## src/rtl/spi_txn_sequencer.sv

```systemverilog
// Host request front end for top_module_spi: queues read/write requests, formats
// the 40-bit WDATA word, sequences start/done handshakes and packs read bytes.
module spi_txn_sequencer #(
    parameter int FIFO_DEPTH  = 4,
    parameter int TIMEOUT_CYC = 100000
) (
    input  logic        clk,
    input  logic        reset,
    input  logic        req_valid,
    output logic        req_ready,
    input  logic        req_write,
    input  logic [6:0]  req_addr,
    input  logic [1:0]  req_len,
    input  logic [31:0] req_wdata,
    input  logic [1:0]  cfg_mode,
    output logic        resp_valid,
    output logic [31:0] resp_rdata,
    output logic        resp_err,
    output logic        busy,
    output logic [39:0] spi_wdata,
    output logic [1:0]  spi_mode,
    output logic        spi_start,
    input  logic [7:0]  spi_rdata,
    input  logic        spi_done
);
    localparam int AW = $clog2(FIFO_DEPTH);
    localparam int TW = $clog2(TIMEOUT_CYC);

    localparam logic [2:0] S_IDLE   = 3'd0;
    localparam logic [2:0] S_LAUNCH = 3'd1;
    localparam logic [2:0] S_WAIT   = 3'd2;
    localparam logic [2:0] S_NEXT   = 3'd3;
    localparam logic [2:0] S_RESP   = 3'd4;

    typedef struct packed {
        logic        write;
        logic [6:0]  addr;
        logic [1:0]  len;
        logic [31:0] wdata;
    } req_t;

    req_t          fifo_q [FIFO_DEPTH];
    logic [AW:0]   wr_ptr_q, rd_ptr_q;
    logic          fifo_empty, fifo_full, push, pop;
    req_t          head;

    logic [2:0]    state_q, state_d;
    req_t          cur_q, cur_d;
    logic [1:0]    cnt_q, cnt_d;
    logic [TW-1:0] timer_q, timer_d;
    logic [31:0]   rdata_q, rdata_d;
    logic          err_q, err_d;
    logic          done_q, done_edge;
    logic [39:0]   wdata_q, wdata_d;
    logic [1:0]    mode_q, mode_d;

    // Extra pointer MSB distinguishes full from empty.
    assign fifo_empty = (wr_ptr_q == rd_ptr_q);
    assign fifo_full  = (wr_ptr_q[AW] != rd_ptr_q[AW]) &&
                        (wr_ptr_q[AW-1:0] == rd_ptr_q[AW-1:0]);
    assign push       = req_valid && !fifo_full;
    assign pop        = (state_q == S_IDLE) && !fifo_empty;
    assign head       = fifo_q[rd_ptr_q[AW-1:0]];
    assign done_edge  = spi_done && !done_q;

    always_ff @(posedge clk) begin
        if (push) fifo_q[wr_ptr_q[AW-1:0]] <= '{req_write, req_addr, req_len, req_wdata};
    end

    always_comb begin
        state_d = state_q;
        cur_d   = cur_q;
        cnt_d   = cnt_q;
        timer_d = timer_q;
        rdata_d = rdata_q;
        err_d   = err_q;
        wdata_d = wdata_q;
        mode_d  = mode_q;
        case (state_q)
            S_IDLE: begin
                if (!fifo_empty) begin
                    cur_d   = head;
                    cnt_d   = 2'd0;
                    rdata_d = 32'h0;
                    err_d   = 1'b0;
                    // Launch word is registered on entry so it is valid during LAUNCH.
                    wdata_d = {head.write, head.addr, head.write ? head.wdata : 32'h0};
                    mode_d  = cfg_mode;
                    state_d = S_LAUNCH;
                end
            end
            S_LAUNCH: begin
                timer_d = '0;
                state_d = S_WAIT;
            end
            S_WAIT: begin
                timer_d = timer_q + 1'b1;
                if (done_edge) begin
                    if (!cur_q.write) rdata_d[8*cnt_q +: 8] = spi_rdata;
                    state_d = (!cur_q.write && cnt_q < cur_q.len) ? S_NEXT : S_RESP;
                end else if (timer_q == TW'(TIMEOUT_CYC - 1)) begin
                    err_d   = 1'b1;
                    state_d = S_RESP;
                end
            end
            S_NEXT: begin
                cnt_d   = cnt_q + 2'd1;
                wdata_d = {1'b0, cur_q.addr + {5'b0, 2'(cnt_q + 2'd1)}, 32'h0};
                mode_d  = cfg_mode;
                state_d = S_LAUNCH;
            end
            S_RESP:  state_d = S_IDLE;
            default: state_d = S_IDLE;
        endcase
    end

    always_ff @(posedge clk or negedge reset) begin
        if (!reset) begin
            wr_ptr_q <= '0;
            rd_ptr_q <= '0;
            state_q  <= S_IDLE;
            cur_q    <= '0;
            cnt_q    <= 2'd0;
            timer_q  <= '0;
            rdata_q  <= 32'h0;
            err_q    <= 1'b0;
            done_q   <= 1'b0;
            wdata_q  <= 40'h0;
            mode_q   <= 2'b00;
        end else begin
            if (push) wr_ptr_q <= wr_ptr_q + 1'b1;
            if (pop)  rd_ptr_q <= rd_ptr_q + 1'b1;
            state_q <= state_d;
            cur_q   <= cur_d;
            cnt_q   <= cnt_d;
            timer_q <= timer_d;
            rdata_q <= rdata_d;
            err_q   <= err_d;
            done_q  <= spi_done;
            wdata_q <= wdata_d;
            mode_q  <= mode_d;
        end
    end

    assign req_ready  = !fifo_full;
    assign resp_valid = (state_q == S_RESP);
    assign resp_rdata = resp_valid ? rdata_q : 32'h0;
    assign resp_err   = resp_valid && err_q;
    assign busy       = (state_q != S_IDLE) || !fifo_empty;
    assign spi_wdata  = wdata_q;
    assign spi_mode   = mode_q;
    assign spi_start  = (state_q == S_LAUNCH);
endmodule
```

## config.mk

```make
export PLATFORM = sky130hd
export DESIGN_NAME = spi_txn_sequencer
export DESIGN_NICKNAME = d
export VERILOG_FILES = /design/src/rtl/spi_txn_sequencer.sv
export SDC_FILE = /design/constraint.sdc
export NUM_CORES = 1
export LEC_CHECK = 0
export CAP_MARGIN = 20
export CORE_MARGIN = 4
export CORE_UTILIZATION = 30
export CTS_BUF_LIST = sky130_fd_sc_hd__clkbuf_16
export DETAILED_ROUTE_END_ITERATION = 8
export PLACE_DENSITY = 0.5
export SLEW_MARGIN = 20
export SYNTH_ARGS = -nofsm -noshare
export SYNTH_HDL_FRONTEND = slang
export SYNTH_SLANG_ARGS = --single-unit
```

## constraint.sdc

```tcl
create_clock -name clk -period 5.55 [get_ports clk]
set_clock_uncertainty 0.2 [all_clocks]
set_input_delay 1.3875 -clock clk [delete_from_list [all_inputs] [get_ports clk]]
set_output_delay 1.3875 -clock clk [all_outputs]
set_load 0.02 [all_outputs]
```

# Yosys cells after proc, flatten, opt, wreduce, memory -nomap -nowiden

Memory sizes are Yosys's and may differ from the RTL's.
Index checks and enable logic that the tools add are counted.

Add/subtract/negate cells: 6
Order comparisons: 1
Equal/unequal tests: 14
Shifts and indexed selects: 2
Multiplexer cells: 25
Bitwise gates (word level): 1
Reductions and logical operators: 21

Operator list:

| kind                                                   | number |
|---|---|
| 2-to-1 mux 32 bit                                      | 5 |
| case mux 40 bit (2 select lines)                       | 1 |
| case mux 32 bit (2 select lines)                       | 1 |
| 2-to-1 mux 40 bit                                      | 1 |
| negator 5 -> 34 bit                                    | 1 |
| case mux 17 bit (2 select lines)                       | 1 |
| variable shift 8 x 34 -> 32 bit (first input constant) | 1 |
| indexed part select 8 x 34 -> 32 bit                   | 1 |
| bitwise mux 32 bit                                     | 1 |
| adder 17 x 1 -> 17 bit (second input constant)         | 1 |
| == test 17 bit (second input constant)                 | 1 |
| 2-to-1 mux 3 bit                                       | 4 |
| case mux 3 bit (4 select lines)                        | 1 |
| != test 2 bit (second input constant)                  | 5 |
| case mux 2 bit (2 select lines)                        | 2 |
| AND reduction 4 bit                                    | 2 |
| adder 7 x 2 -> 7 bit                                   | 1 |
| adder 3 x 1 -> 3 bit (second input constant)           | 2 |
| == test 3 x 2 -> 1 bit (second input constant)         | 2 |
| logical AND 1 bit                                      | 6 |
| AND reduction 2 bit                                    | 3 |
| nonzero test 2 bit                                     | 3 |
| 2-to-1 mux 1 bit                                       | 5 |
| logical NOT 1 bit                                      | 4 |
| 14 further kinds                                       | 15 |

Flip-flop bits (word level): 114
Bits in writable memories: 168
Output and inout bits: 79
Logic and storage cells: 84
Memories kept: 1

Memories:

| memory | words | width | rd ports | clocked after memory_dff | write ports | RTL line | text |
|---|---|---|---|---|---|---|---|
| fifo_q | 4     | 42    | 1        | 0                        | 1           | 42       | `req_t fifo_q [FIFO_DEPTH];` |

# Depth between registers and ports, before layout

Depth after elaboration: 6
Depth in mapped cells: 7

# Worst setup path after synthesis

No wires, ideal clock.

Path kind: input to register
From: input port req_valid
To: memory fifo_q[3][0] in the netlist's numbering, enable pin
Data arrival time: 2,683 ps
Required time: 4,945 ps
Path slack: 2,262 ps
Stages on the path: 2
Buffers on the path: 0
Cell sequence: o31a_1 > and2_1

Word-level cells in the longest chain between the ends: 3

Ends and longest elaborated chain:

| element                                | RTL line | text |
|---|---|---|
| start: declaration                     | 9        | `input logic req_valid,` |
| logical AND 1 bit                      | 61       | `assign push = req_valid && !fifo_full;` |
| 2-to-1 mux 1 bit                       | 67       | `if (push) fifo_q[wr_ptr_q[AW-1:0]] <= '{req_write, req_addr, req_len, req_wdata};` |
| 2-to-1 mux 1 bit (not written as such) | 67       |  |
| end: declaration                       | 42       |  |

No other way between the ends.

# Final worst setup path

From: register state_q[2]
To: output port spi_start

Word-level cells in the longest chain between the ends: 1

Ends and longest elaborated chain:

| element                  | RTL line | text |
|---|---|---|
| start: declaration       | 47       | `logic [2:0] state_q, state_d;` |
| start signal: assignment | 133      | `state_q <= state_d;` |
| == test 3 x 1 -> 1 bit   | 152      | `assign spi_start = (state_q == S_LAUNCH);` |
| end: declaration         | 22       | `output logic spi_start,` |

No other way between the ends.

==> results by group <==
Drt
  – Drt wl/cell: 19.7 µm
  – DR vias/cell: 4.86
  – First DRT Iteration DRCs: 336
  – Routed Antenna Nets: 0
  – DRC violation count after routing: 0
  – Total iterations of the first detailed-routing run: 4
  – Number of vias in the routed layout: 6475
  – Total detailed-routing wirelength: 26.2 mm

Critical path
  – Largest delay share family, worst path: flip-flops
  – Worst endpoint required time: 3.96 ns
  – CP peak stage delay: 0.76 ns
  – CP max stage cell: sky130_fd_sc_hd__dfrtp_1
  – Top fanout value on the critical path: 42
  – Logic depth of the worst register-to-register path: 4
  – Worst R2R Start: state_q[2]
  – Element type at the critical path start: flop
  – Critical Setup Path Class: reg -> out
  – Cell-by-cell listing of the critical path: or3b_2 -> inv_1 -> clkdlybuf4s50_1
  – Worst-case register-to-register setup slack: 2.53 ns
  – Reg2Reg Capture Point: cur_q[32]
  – Critical path buffer and inverter count: 2
  – Arrival time of data at the critical path endpoint: 2.83 ns
  – Endpoint type of the worst setup path: output port

Placement
  – Standard cell area after detailed placement: 13200 µm²
  – # placed instances: 1276
  – HPWL Detailed: 16.9 mm
  – Final RePlAce weighted congestion: 0.747
  – Number of buffers added on ports: ~130

Clock tree
  – Insertion delay of the later-clocked pin in the worst-skew pair: 0.58 ns
  – Clock Path Buffers: 3
  – CTS Buf Count: 30
  – # clock sinks: 282
  – Number of gates resized after cts: 0
  – Clock input transition at the sequential cells of the worst setup and hold paths: 0.06 ns
  – Clock tree from TritonCTS: done
  – Post-CTS setup-driven buffer insertion count: 0
  – Root cell of the clock tree: sky130_fd_sc_hd__clkbuf_16
  – Clock H-tree levels: 1
  – Hold bufs inserted after CTS: 0

Floorplanning
  – Die footprint: 40800 µm²
  – Core outline area: 36900 µm²
  – Starting utilization of the core area: 0.307
  – Count of boundary I/O pins: 135
  – Row count: 70
  – Die Span X: a little over 200 µm
  – Die Span Y: slightly above 200 µm

Layout
  – Filler cell count: 3462
  – Synth-to-Final Area Change: 25.5%
  – Total non-filler cell area in the finished layout: 14200 µm²
  – Number of cells in the finished layout apart from fillers: between 1k and 1.5k
  – Total number of nets in the final design: 875
  – Antenna diode count: 0
  – Layout cells sized above 1: 0.161

Hold path
  – Hold path startpoint: timer_q[16]
  – Type of the most critical hold path: reg -> reg
  – Worst-case hold path end point: timer_q[16]
  – Hold path cells: 1

Synthesis
  – Most common flop cell mapped by yosys: sky130_fd_sc_hd__edfxtp_1
  – Most numerous cell types in the synthesized netlist: sky130_fd_sc_hd__edfxtp_1, sky130_fd_sc_hd__dfrtp_1, sky130_fd_sc_hd__mux4_2, sky130_fd_sc_hd__a22o_1, sky130_fd_sc_hd__and3_1
  – Synthesized net count: 735
  – #FFs+latches synth: 282
  – Number of standard cells after synthesis: 664
  – Combined area of all synthesized cells: between 10000 and 15000 µm²
  – Top area cells in the synthesized netlist: sky130_fd_sc_hd__edfxtp_1, sky130_fd_sc_hd__dfrtp_1, sky130_fd_sc_hd__mux4_2
  – Portion of the post-synthesis area used by sequential elements: 0.699
  – Number of synthesis warnings: 0
  – Cell type with the highest aggregate area in the netlist: sky130_fd_sc_hd__edfxtp_1
  – Mean area per synthesized cell: between 15 and 20 µm²
  – Async set-reset flop share out of synthesis: 0.404
  – Number of enable flip-flop cells after synthesis: 168
  – Count of different cell masters after synthesis: 52
  – Portion of synthesized cell area occupied by the leading cell type: 0.446
  – Most frequent cell after synthesis: sky130_fd_sc_hd__edfxtp_1

STA
  – Finish-stage setup viols: 0
  – FMAX: 0.226 GHz
  – Final critical path time including I/O delays and setup: 4.42 ns
  – Slew headroom: 0.312
  – Setup TNS: 0 ns
  – Pin slew with the least headroom to its limit: 1.03 ns
  – RSZ-0062 raised after global routing: false
  – Total count of max-transition violations in the final report: 0
  – Share of the clock period used by the worst path: 0.797
  – Number of hold-slack violations in the final timing report: 0

Power
  – Total net switching power: 2.53 mW
  – Combinational cell fraction of total power: 0.336
  – Leakage power figure: 5.33 nW
  – Power share of the clock group: 0.268
  – Cell area power density: 530 nW/µm²
  – Internal power summed over all cells: around 5 mW
  – Fraction of power spent switching nets: 0.337
  – Register share of total power: 0.396
  – Worst ir drop on vdd: 0.000258 V

Global routing
  – Via count of the first global-routing pass: 6821
  – Wire length of the first global-routing pass: 41.7 mm
  – Overall track demand over capacity in global routing: 0.128
  – Remaining global-route overflow: 0
  – Number of antenna violations at the first check in global routing: 2
  – Largest net degree at the start of global routing: 46

Flow run
  – Max Cap Viol: 0

Run status
  – Result of the run: complete, no violations
layout by cell type (no fill, tap or decap), types with 4 or more instances in the layout:
cell type                         instances
sky130_fd_sc_hd__a32o_1                  32
sky130_fd_sc_hd__nor2_1                  16
sky130_fd_sc_hd__ha_1                    14
sky130_fd_sc_hd__a31oi_1                  8
sky130_fd_sc_hd__mux2_1                   5
sky130_fd_sc_hd__a22o_1                  36
sky130_fd_sc_hd__dfrtp_1                112
sky130_fd_sc_hd__xnor2_1                  4
sky130_fd_sc_hd__nand2_1                 32
sky130_fd_sc_hd__a21oi_2                  4
sky130_fd_sc_hd__mux2i_1                  7
sky130_fd_sc_hd__buf_4                   15
sky130_fd_sc_hd__o21ai_0                 15
sky130_fd_sc_hd__inv_1                   14
sky130_fd_sc_hd__mux2_2                  14
sky130_fd_sc_hd__and2_2                   4
sky130_fd_sc_hd__nand3_1                  7
sky130_fd_sc_hd__clkinv_1                 4
sky130_fd_sc_hd__and4_1                   4
sky130_fd_sc_hd__clkbuf_16               30
sky130_fd_sc_hd__mux4_2                  42
sky130_fd_sc_hd__bufinv_16                4
sky130_fd_sc_hd__edfxtp_1               168
sky130_fd_sc_hd__clkinv_2                 8
sky130_fd_sc_hd__xor2_1                   6
sky130_fd_sc_hd__nand4_1                  4
sky130_fd_sc_hd__and3_1                  35
sky130_fd_sc_hd__clkdlybuf4s50_1        133
power by group through the flow:
stage | clock (mW) | sequential [mW] | combinational [mW]
floorplan | 0 | 3.08 | 1.63
global placement | 0 | 3.01 | 2.57
detailed placement | 0 | 3.02 | 2.58
CTS | 2.07 | 2.98 | 2.60
global route | 2.18 | 3.03 | 2.78
finish | 2.01 | 2.97 | 2.52
metrics by stage:
stage	utilization	hold slack (ns)	setup slack, ns	power, mW
finish	0.385	0.280	1.13	7.51
global route	0.385	0.308	0.937	7.98
CTS	0.385	0.287	1.12	7.65
detailed placement	0.357	0.280	1.70	5.60
global placement	0.357	0.276	1.73	5.58
floorplan	-	0.236	2.26	4.70
layer usage:
| metal | track usage | wire [µm] | part of all wire | vias up |
|---|---|---|---|---|
| met3 | 0.0297 | 1370 | 0.052 | 38 |
| met2 | 0.197 | 11700 | 0.44 | 178 |
| met1 | 0.189 | 12700 | 0.48 | 3314 |
| met5 | 0 | 34 | 0.0013 | - |
| li1 | - | - | - | 2941 |
| met4 | 0.0233 | 436 | 0.017 | 4 |
sequential cells by signal, indices dropped and copies added, names as in the netlist:
| name | count |
|---|---|
| cnt_q | 2 |
| rdata_q | 32 |
| spi_mode | 2 |
| wr_ptr_q | 3 |
| timer_q | 17 |
| state_q | 3 |
| spi_wdata | 40 |
| err_q | 1 |
| fifo_q | 168 |
| done_q | 1 |
| cur_q | 10 |
| rd_ptr_q | 3 |
worst reg2reg max path, delay by kind of cell (launching register included):
kind	cells	cell delay [ns]
flip-flops	1	0.76
multiplexers	1	0.39
buffers and inverters	1	0.50
AND/OR/NAND/NOR	1	0.38
AO/OA/AOI/OAI	1	0.68
cell type report:
| class | instances | area, µm² | share of cell area |
|---|---|---|---|
| clock inverters | 25 | 255 | 0.0180 |
| repair buffers | 148 | 1440 | 0.102 |
| inverters | 9 | 33.8 | 0.00238 |
| multi-input cells | 333 | 3170 | 0.223 |
| well taps | 504 | 631 | 0.0445 |
| clock buffers | 30 | 751 | 0.0529 |
| flip-flops and latches | 282 | 7900 | 0.557 |
how the worst max path moves through the flow:
stage	end	slack, ns	from	cells past startpoint
detailed placement	fifo_q[2][19]	1.70	req_valid	4
global route	spi_start	0.94	state_q[2]	3
floorplan	fifo_q[3][0]	2.26	req_valid	2
finish	spi_start	1.13	state_q[2]	3
CTS	spi_start	1.12	state_q[2]	3
global placement	fifo_q[2][19]	1.73	req_valid	4
kinds of logic after synthesis:
| kind of cell | after synthesis | synth area share |
|---|---|---|
| adder cells (fa/ha/maj) | 15 | 0.0173 |
| AO/OA/AOI/OAI | 114 | 0.0834 |
| multiplexers | 68 | 0.109 |
| flip-flops | 282 | 0.699 |
| buffers and inverters | 49 | 0.0219 |
| AND/OR/NAND/NOR | 126 | 0.0622 |
| XOR/XNOR | 10 | 0.00775 |
Power figures use the tool's default switching activity.
